**src/rtl/sum_uart_pkg.sv**
```systemverilog
// Shared types and widths for the sum UART transmitter.
// The state enum is used by the FSM in sum_uart_tx.
package sum_uart_pkg;

    localparam int DATA_W = 8;
    localparam int DIV_W  = 12;

    typedef enum logic [2:0] {
        IDLE,
        START,
        DATA,
        PARITY,
        STOP
    } uart_state_t;

endpackage

```
**src/rtl/sum_uart_tx_baud_timer.sv**
```systemverilog
// Bit-time down-counter: reloads div-1 on load, saturates at zero.
// tick marks the last cycle of the current bit time.
module baud_timer
    import sum_uart_pkg::*;
(
    input  logic             clk,
    input  logic             rst,
    input  logic             load,
    input  logic [DIV_W-1:0] div,
    output logic             tick
);

    logic [DIV_W-1:0] count;

    // NOTE: sequential state uses non-blocking assignments so every register samples pre-edge values.
    always_ff @(posedge clk) begin
        if (rst) begin
            count <= '0;
        end else if (load) begin
            count <= div - 1'b1;
        end else if (count != '0) begin
            count <= count - 1'b1;
        end
    end

    assign tick = (count == '0);

endmodule

```
**src/rtl/sum_uart_tx.sv**
```systemverilog
// One-byte buffered UART transmitter (8N1, optional 8E1) for the adder sum.
// tx is registered and computed from the next state, so it never glitches.
module sum_uart_tx
    import sum_uart_pkg::*;
#(
    parameter int CLK_DIV   = 87,
    parameter bit PARITY_EN = 1'b0
) (
    input  logic              clk,
    input  logic              rst,
    input  logic [DATA_W-1:0] in_data,
    input  logic              in_valid,
    output logic              in_ready,
    output logic              tx,
    output logic              busy
);

    uart_state_t       state, state_next;
    logic [DATA_W-1:0] hold_data;
    logic              hold_valid;
    logic              take_hold;
    logic [DATA_W-1:0] shift, shift_next;
    logic [2:0]        bit_idx, bit_idx_next;
    logic              parity, parity_next;
    logic              tx_next;
    logic              timer_load;
    logic              bit_tick;

    baud_timer u_baud_timer (
        .clk  (clk),
        .rst  (rst),
        .load (timer_load),
        .div  (DIV_W'(CLK_DIV)),
        .tick (bit_tick)
    );

    assign in_ready = !hold_valid && !rst;
    assign busy     = (state != IDLE) || hold_valid;

    always_ff @(posedge clk) begin
        if (rst) begin
            hold_valid <= 1'b0;
        end else if (in_valid && in_ready) begin
            hold_valid <= 1'b1;
        end else if (take_hold) begin
            hold_valid <= 1'b0;
        end
    end

    // NOTE: the data register has no reset; its contents only matter while hold_valid is set.
    always_ff @(posedge clk) begin
        if (in_valid && in_ready) begin
            hold_data <= in_data;
        end
    end

    always_ff @(posedge clk) begin
        if (rst) begin
            state   <= IDLE;
            tx      <= 1'b1;
            shift   <= '0;
            bit_idx <= '0;
            parity  <= 1'b0;
        end else begin
            state   <= state_next;
            tx      <= tx_next;
            shift   <= shift_next;
            bit_idx <= bit_idx_next;
            parity  <= parity_next;
        end
    end

    // NOTE: every output of this block is defaulted first so no path can infer a latch.
    always_comb begin
        state_next   = state;
        shift_next   = shift;
        bit_idx_next = bit_idx;
        parity_next  = parity;
        tx_next      = tx;
        timer_load   = 1'b0;
        take_hold    = 1'b0;

        unique case (state)
            IDLE: begin
                tx_next = 1'b1;
                if (hold_valid) begin
                    state_next  = START;
                    shift_next  = hold_data;
                    parity_next = ^hold_data;
                    tx_next     = 1'b0;
                    timer_load  = 1'b1;
                    take_hold   = 1'b1;
                end
            end
            START: begin
                if (bit_tick) begin
                    state_next   = DATA;
                    bit_idx_next = '0;
                    tx_next      = shift[0];
                    timer_load   = 1'b1;
                end
            end
            DATA: begin
                if (bit_tick) begin
                    shift_next = shift >> 1;
                    timer_load = 1'b1;
                    if (bit_idx == 3'd7) begin
                        if (PARITY_EN) begin
                            state_next = PARITY;
                            tx_next    = parity;
                        end else begin
                            state_next = STOP;
                            tx_next    = 1'b1;
                        end
                    end else begin
                        bit_idx_next = bit_idx + 3'd1;
                        tx_next      = shift[1];
                    end
                end
            end
            PARITY: begin
                if (bit_tick) begin
                    state_next = STOP;
                    tx_next    = 1'b1;
                    timer_load = 1'b1;
                end
            end
            STOP: begin
                if (bit_tick) begin
                    if (hold_valid) begin
                        // Chain straight into the next start bit with no idle cycle.
                        state_next  = START;
                        shift_next  = hold_data;
                        parity_next = ^hold_data;
                        tx_next     = 1'b0;
                        timer_load  = 1'b1;
                        take_hold   = 1'b1;
                    end else begin
                        state_next = IDLE;
                        tx_next    = 1'b1;
                    end
                end
            end
            default: begin
                state_next = IDLE;
                tx_next    = 1'b1;
            end
        endcase
    end

endmodule

```
**config.mk**
```make
export PLATFORM = sky130hd
export DESIGN_NAME = sum_uart_tx
export DESIGN_NICKNAME = d
export VERILOG_FILES = /design/src/rtl/sum_uart_pkg.sv /design/src/rtl/sum_uart_tx_baud_timer.sv /design/src/rtl/sum_uart_tx.sv
export SDC_FILE = /design/constraint.sdc
export NUM_CORES = 1
export LEC_CHECK = 0
export CAP_MARGIN = 5
export CORE_ASPECT_RATIO = 0.7
export CORE_MARGIN = 1
export CORE_UTILIZATION = 57
export DETAILED_ROUTE_END_ITERATION = 12
export DONT_BUFFER_PORTS = 1
export PLACE_DENSITY = 0.72
export SETUP_SLACK_MARGIN = 0.2
export SLEW_MARGIN = 20
export SYNTH_ARGS = -nofsm -noshare
export SYNTH_HDL_FRONTEND = slang
export SYNTH_SLANG_ARGS = --single-unit
```
**constraint.sdc**
```tcl
create_clock -name clk -period 2.35 [get_ports clk]
set_input_delay 0.47 -clock clk [delete_from_list [all_inputs] [get_ports clk]]
set_output_delay 0.47 -clock clk [all_outputs]
set_load 0.01 [all_outputs]
```
* Word-level counts from Yosys, hierarchy flattened
Cells that the tools add are included.
Operators by class: add/subtract/negate cells 2, equal/unequal tests 12, mux-type cells 32, reduce and logical (&&, ||, !) cells 19
Operators by type and width (number):
- $mux 3 | 9
- $mux 8 | 3
- $pmux 8 s3 | 1
- $pmux 3 s5 | 1
- $mux 7 | 2
- $ne 2x2->1 const B | 7
- $logic_not 12->1 | 1
- $mux 1 | 12
- $reduce_bool 12->1 | 1
- $sub 12x1->12 const B | 1
- $reduce_and 4->1 | 2
- $eq 3x2->1 const B | 2
- $eq 3x3->1 const B | 2
- $pmux 3 s2 | 1
- $reduce_and 6->1 | 1
- $reduce_bool 2->1 | 3
- $reduce_bool 3->1 | 2
- $pmux 1 s5 | 1
- $add 3x1->3 const B | 1
- $eq 3x1->1 const B | 1
- $logic_not 3->1 | 1
- $pmux 1 s3 | 1
- $reduce_and 3->1 | 1
- $reduce_or 3->1 | 1
- 5 further kinds | 7
Storage, ports and cells: register bits after elaboration 36

* Depth between registers and ports, before layout
Gate-level depths: netlist of the first run.
depth in word-level cells 5, depth in mapped cells 8, mapped depth without buffers 6

* Modules after synthesis
From an unflattened synthesis of the first run, not the netlist that was laid out.
Unflattened totals: cells, all modules 192, area total of the unflattened synthesis 1871.8 µm²
By module, submodules not included:
- sum_uart_tx | instances 1, sequential area each 560.5 µm², area an instance 1118.6 µm², cells an instance 107
- baud_timer | instances 1, sequential area each 240.2 µm², area an instance 753.2 µm², cells an instance 85

* Worst setup path before layout of the first run
Ideal clock, no wire load.
path type register to register, from reg u_baud_timer.count[2], to reg u_baud_timer.count[7], arrival time 1914 ps, setup slack 357 ps, path buffers 2, stages on the path, launching flop included 7, clock period less this slack 1993 ps, cells stage by stage dfxtp_1 -> buf_6 -> or4_1 -> buf_2 -> or3_1 -> or3_1 -> a211oi_2
Between the ends: word-level cells in the longest chain between the ends 4, elaborated cells on any way between the ends 7, those cells by class add/sub: 1; mux: 3; reduce/logical: 3
Ends and longest elaborated chain:
- start, declared | line sum_uart_tx_baud_timer.sv:13 | logic [DIV_W-1:0] count;
- start signal, assigned | line sum_uart_tx_baud_timer.sv:20 | count <= div - 1'b1;
- start signal, assigned | line sum_uart_tx_baud_timer.sv:22 | count <= count - 1'b1;
- parallel branches: the longest is 4 deep, another holds $sub 12x1->12
Several ways; the timed one is not identified. A chain may end at the register's enable or synchronous reset.

* Worst setup path after layout of the first run
Same ends and word-level chain as after synthesis.

==> flow_summary.ini, run 1 <==
[outcome]
status = finished clean

[cts]
cts_buffers = 5
cts_tree = yes
clk_latency_ns = 0.29
clk_pin_slew_ns = 0.07
cts_sinks = 36
post_cts_buffers = 0
h-tree-depth = 2
cts-root-buf = clkbuf_8
hold_buffers = 0
clockBufferDepth = 2

[final_layout]
finish.instance_area_sq_mm = 0.00195
final_nets = 210
drive_above_1_share_pct = 14.8
layout.cells.non_filler = 232
antenna_cells = 0
synthToLayoutAreaGrowth_pct = 6.62

[logic_synthesis]
synth_nets = 209
synth_cell_types = 49
synth_warnings = 0
ys_seq_area_share_pct = 43.7
syn-cell-area_sq_mm = 0.00183
synth_edf_count = 8
async_flop_share_pct = 0
avgSynthCellArea_sq_um = 9.45
synth_flop_cell = dfxtp_1
synth_seq_cells = 36
syn_inst = 194

[place]
placed_cells = 224
place_hpwl_mm = 3.01
placed_area_sq_mm = 0.00187
io_buffer_count = 0
gp_congestion = 0.874

[pwr]
clock_power_share_pct = 16.1
p_int_uw = 1490
total_leakage_power_uw = 0.000676
seqPwrFrac_pct = 37.5
p_per_area_mw_per_mm2 = 1300
netSwitchingFraction_pct = 41.2
ir_worst_vdd_v = 0.000795
p_comb_share_pct = 46.5
switchingPower_uw = 1050

[drt]
viasPerCell = 6.65
antenna_left = 0
routed_wl_mm = 4.23
via_count = 1543
dr.first_iter.drc_count = 65
drt_pass1_iterations = 4
drcViolationCount = 0
wl_per_cell_um = 18.2

[sta]
fin_crit_ns = 2.08
rsz0062_at_grt = no
finalCritPeriodShare_pct = 88.5
setup_viol = 0
skew_ns = 0.00430
timing.slew.headroom_pct = 58.8
slew_violations = 0
finalHoldViolCount = 0
fmax_ghz = 0.481
fin_tns_setup_ns = 0
tightest_slew_ns = 0.617

[die]
fp.dieW_um = 69.8
start_util_pct = 62.7
die_h_um = 49.4
dieArea_sq_mm = 0.00345
num_io_pins = 14
core_sq_mm = 0.00292
fp-row-count = 16

[global_routing]
grt_max_degree = 22
track_usage_pct = 26.3
grt_pass1_wl_mm = 7.02
antenna_found_initial = 0
grt_pass1_vias = 1472
overflow = 0

[worst_setup_path]
worstSetupPathType = reg2reg
cp_max_fo = 10
critPathLaunchType = flop
crit_required_ns = 2.56
endpoint_kind = flop
critPathArrivalTime_ns = 2.29

[job]
max_cap_violations = 0

[hold_path]
hold_path_class = in2reg
==> path summary, 6_finish.rpt <==
check	from	endpoint	slack [ns]	cells past startpoint
worst min register to register	bit_idx[2]$_SDFFE_PP0P_	bit_idx[2]$_SDFFE_PP0P_	0.49	2
worst max-delay path	u_baud_timer.count[2]$_SDFFE_PP0P_	u_baud_timer.count[7]$_SDFFE_PP0P_	0.27	4
worst max register to register	u_baud_timer.count[2]$_SDFFE_PP0P_	u_baud_timer.count[7]$_SDFFE_PP0P_	0.27	4
worst min-delay path	rst	shift[6]$_SDFFE_PP0P_	0.25	1
==> synthesized netlist by cell type, types with 2 or more instances <==
cell type	number	share of area, %
a211oi_1	3	1.2
a21boi_0	2	0.82
a21oi_1	17	4.6
a31oi_1	4	1.4
buf_2	2	0.55
clkbuf_1	9	1.8
dfxtp_1	28	31
edfxtp_1	8	13
ha_1	4	2.7
inv_1	4	0.82
mux2_2	8	4.9
nand2_1	4	0.82
nand3_1	3	0.82
nand3b_1	2	0.82
nand4_1	2	0.68
nand4b_1	3	1.4
nor2_1	15	3.1
nor2b_1	6	2.0
nor3_1	5	1.4
nor3b_1	2	0.82
nor4_1	5	1.7
o211ai_1	16	6.6
o21ai_0	6	1.6
o21ai_1	2	0.55
or2_2	3	1.0
or3_1	2	0.68
or4_1	3	1.2
xnor2_1	4	1.9
xor2_1	2	0.96
==> critical path: stages, from the launching register on <==
cell and delay [ns]:
dfxtp_1 0.41, or4_1 0.65, or3_1 0.40, or3_1 0.33, a211oi_2 0.22
==> cell usage in the layout (no fill, tap or decap), types with 2 or more instances in the layout <==
cell type / n
a21oi_1: 17
a21boi_0: 2
nor3_1: 5
a31oi_1: 4
buf_4: 7
dfxtp_1: 28
or2_2: 3
nand3b_1: 2
clkbuf_8: 5
mux2_2: 8
xnor2_1: 4
nand3_1: 3
nand2_1: 4
o21ai_0: 6
xor2_1: 2
nor3b_1: 2
nor4_1: 4
nor2b_1: 6
nor2_1: 15
a211oi_1: 3
or3_1: 2
edfxtp_1: 8
o211ai_1: 16
nand4b_1: 3
ha_1: 4
o21ai_1: 2
clkinv_1: 3
or4_1: 3
nand4_1: 2
inv_1: 4
==> metrics by stage <==
stage / utilization [%] / total power, uW / setup WS, ns / hold slack (ns)
after floorplan: - / 1810 / 0.357 / 0.453
after global placement: 63.9 / 2020 / 0.377 / 0.457
after detailed placement: 63.9 / 2090 / 0.320 / 0.470
after CTS: 66.7 / 2500 / 0.298 / 0.239
after global routing: 66.9 / 2690 / 0.204 / 0.238
final: 66.9 / 2540 / 0.271 / 0.249
==> cells by family after synthesis <==
group | Yosys count | synth area share, %
flip-flops | 36 | 43.7
adder cells (fa/ha/maj) | 4 | 2.73
AO/OA/AOI/OAI | 60 | 21.8
multiplexers | 8 | 4.91
AND/OR/NAND/NOR | 62 | 19.5
buffers and inverters | 18 | 4.44
XOR/XNOR | 6 | 2.87
==> per-layer routing <==
metal / track usage (%) / share of wire, % / vias up / routed length, um
li1: - / - / 733 / -
met1: 36.9 / 47 / 746 / 1990
met2: 39.9 / 45 / 54 / 1920
met3: 6.20 / 6.2 / 10 / 262
met4: 9.33 / 1.4 / 0 / 59
met5: 0 / 0 / - / 0
==> power groups by stage <==
| stage | clock network [uW] | registers [uW] | logic (uW) |
|---|---|---|---|
| 6_report | 408 | 952 | 1180 |
| 5_1_grt | 435 | 976 | 1280 |
| 4_1_cts | 414 | 938 | 1150 |
| 3_5_place_dp | 0 | 949 | 1140 |
| 3_3_place_gp | 0 | 934 | 1090 |
| 2_1_floorplan | 0 | 886 | 924 |
==> registers in the layout (all words and copies together), names as in the netlist <==
| register | count |
|---|---|
| hold_data | 8 |
| bit_idx | 3 |
| shift | 8 |
| tx | 1 |
| state | 3 |
| hold_valid | 1 |
| u_baud_timer.count | 12 |
==> what timing repair did <==
item                                    CTS  global route
resized for setup                         0             1
endpoints found under the setup margin    0            10
hold endpoints to repair                  0             0
==> final cells by class <==
type,instances,area [sq um]
multi-input combinational,140,957
sequential,36,801
inverter,5,18.8
clock inverter,2,7.51
tap,36,45.0
clock buffer,6,72.6
fill,236,968
timing repair buffer,7,52.6
No activity file was read; power rests on OpenSTA's default activity.
==> inputs of run 2 (changes only) <==
--- a/config.mk
+++ b/config.mk
@@ -16,4 +16,5 @@
 export SLEW_MARGIN = 20
 export SYNTH_ARGS = -nofsm -noshare
 export SYNTH_HDL_FRONTEND = slang
+export SYNTH_HIERARCHICAL = 1
 export SYNTH_SLANG_ARGS = --single-unit
==> flow_summary.ini, run 2 <==
[drt]
antenna_left = 0
routed_wl_mm = 4.67
drcViolationCount = 0
viasPerCell = 6.08
drt_pass1_iterations = 4
via_count = 1671
dr.first_iter.drc_count = 170
wl_per_cell_um = 17.0

[cts]
clockBufferDepth = 2
cts_buffers = 5
hold_buffers = 0
clk_latency_ns = 0.29
h-tree-depth = 2
cts_sinks = 36
cts-root-buf = clkbuf_8
clk_pin_slew_ns = 0.08
cts_tree = yes

[worst_setup_path]
endpoint_kind = flop
crit_required_ns = 2.58
critPathLaunchType = flop
cp_max_fo = 3
worstSetupPathType = reg2reg
critPathArrivalTime_ns = 2.54

[logic_synthesis]
synth.area.top_cells = dfxtp_1, edfxtp_1, mux2i_1, nor2_1, a221oi_1
synth_edf_count = 8
syn_inst = 192
avgSynthCellArea_sq_um = 9.75
yosysTopAreaCell = dfxtp_1
async_flop_share_pct = 0
ys_seq_area_share_pct = 42.8
synth_flop_cell = dfxtp_1
synth_warnings = 6
synth_cell_types = 54
yosysMostFrequentCell = dfxtp_1
syn-cell-area_sq_mm = 0.00187
synthTopCellsByCount = dfxtp_1, nor2_1, mux2i_1, nor3_1
yosysTopAreaCellShare_pct = 29.9
synth_seq_cells = 36

[die]
fp-row-count = 16
core_sq_mm = 0.00296
fp.dieW_um = 70.5
start_util_pct = 63.2
dieArea_sq_mm = 0.00352
num_io_pins = 14
die_h_um = 49.9

[sta]
finalCritPeriodShare_pct = 98.5
timing.slew.headroom_pct = 59.0
fin_crit_ns = 2.31
setup_viol = 0
skew_ns = 0.00746
tightest_slew_ns = 0.614
setup_ws_ns = 0.0363
rsz0062_at_grt = yes
slew_violations = 0
finalHoldViolCount = 0
fmax_ghz = 0.432
holdWs_ns = 0.245
fin_tns_setup_ns = 0

[final_layout]
final_common_cell = conb_1
final_nets = 252
final_cell_mix = conb_1, nor2_1, dfxtp_1, buf_4, mux2i_1
finish.instance_area_sq_mm = 0.00248
drive_above_1_share_pct = 33.1
antenna_cells = 0
fill_cells = 172
regMostFlops = u_baud_timer/count
largest_registers = u_baud_timer/count: 12 flops, hold_data: 8 flops, shift: 8 flops
synthToLayoutAreaGrowth_pct = 32.4
largest_reg_flops = 12

[pwr]
finalPower_uw = 2890
total_leakage_power_uw = 0.000934
p_per_area_mw_per_mm2 = 1170
ir_worst_vdd_v = 0.000982

[hold_path]
hold_path_class = in2reg

[global_routing]
track_usage_pct = 27.2
antenna_found_initial = 0
grt_pass1_vias = 1565
overflow = 0
grt_max_degree = 23
grt_pass1_wl_mm = 7.27

[job]
max_cap_violations = 0

[outcome]
status = finished clean

[place]
gp_congestion = 0.902
placed_area_sq_mm = 0.00213
place_hpwl_mm = 2.94
preCtsSetupSlack_ns = -0.0266
io_buffer_count = 0
## run 2: final timing paths
path	endpoint	startpoint	cells after the start	slack (ns)
worst max-delay path	u_baud_timer/count[10]$_SDFFE_PP0P_	u_baud_timer/count[4]$_SDFFE_PP0P_	8	0.04
worst min-delay path	shift[1]$_SDFFE_PP0P_	rst	1	0.25
worst max register to register	u_baud_timer/count[10]$_SDFFE_PP0P_	u_baud_timer/count[4]$_SDFFE_PP0P_	8	0.04
worst min register to register	bit_idx[2]$_SDFFE_PP0P_	bit_idx[2]$_SDFFE_PP0P_	2	0.51
## run 2: cell families after synthesis
logic type,count (synthesis),share of synthesized area (%)
adders and majority gates,3,2.01
AOI/OAI and AO/OA,41,16.2
DFF,36,42.8
muxes,21,11.4
buffers and inverters,13,3.68
other,2,0.401
and+or+nand+nor,71,21.1
xor gates and xnor gates,5,2.34
## run 2: area by class of cell
cell class | count | area, sq um | area share [%]
sequential | 36 | 818 | 33.0
clock inverter | 3 | 42.5 | 1.72
clock buffer | 5 | 68.8 | 2.78
multi-input combinational | 169 | 1310 | 52.8
tap | 36 | 45.0 | 1.82
timing repair buffer | 21 | 178 | 7.17
inverter | 5 | 18.8 | 0.757
## run 2: through the flow
| stage | utilization [%] | std cells |
|---|---|---|
| 2_1_floorplan | - | 217 |
| 3_3_place_gp | 72.0 | 257 |
| 3_5_place_dp | 72.0 | 257 |
| 4_1_cts | 80.0 | 273 |
| 5_1_grt | 83.7 | 275 |
| 6_report | 83.7 | 275 |
## run 2: worst max-delay path, cell delays in order (launching register included)
cell and delay [ns]:
dfxtp_4 0.36, nor4_4 0.32, and4_4 0.26, nand2b_4 0.13, nand3_4 0.09, nand2_4 0.12
mux2_4 0.32, or4_4 0.51, a21oi_2 0.13
## run 2: report_power, final
group	internal [uW]	switching (uW)	total [uW]
combinational	694	733	1430
sequential	786	133	919
clock	314	235	549
total	1790	1100	2890
## run 2: repair_timing
item                       4_1_cts  5_1_grt
cloned                           0        1
setup endpoints to repair       16       20
buffers inserted                 8        1
pin swaps                        6        9
gates resized for setup         14       21
## run 2: layer usage
| metal | vias to the layer above | part of all wire (%) | global-route usage, % |
|---|---|---|---|
| met2 | 86 | 47 | 44.8 |
| met3 | 2 | 8.0 | 7.36 |
| li1 | 786 | - | - |
| met5 | - | 0 | 0 |
| met1 | 797 | 45 | 34.7 |
| met4 | 0 | 0.39 | 9.18 |
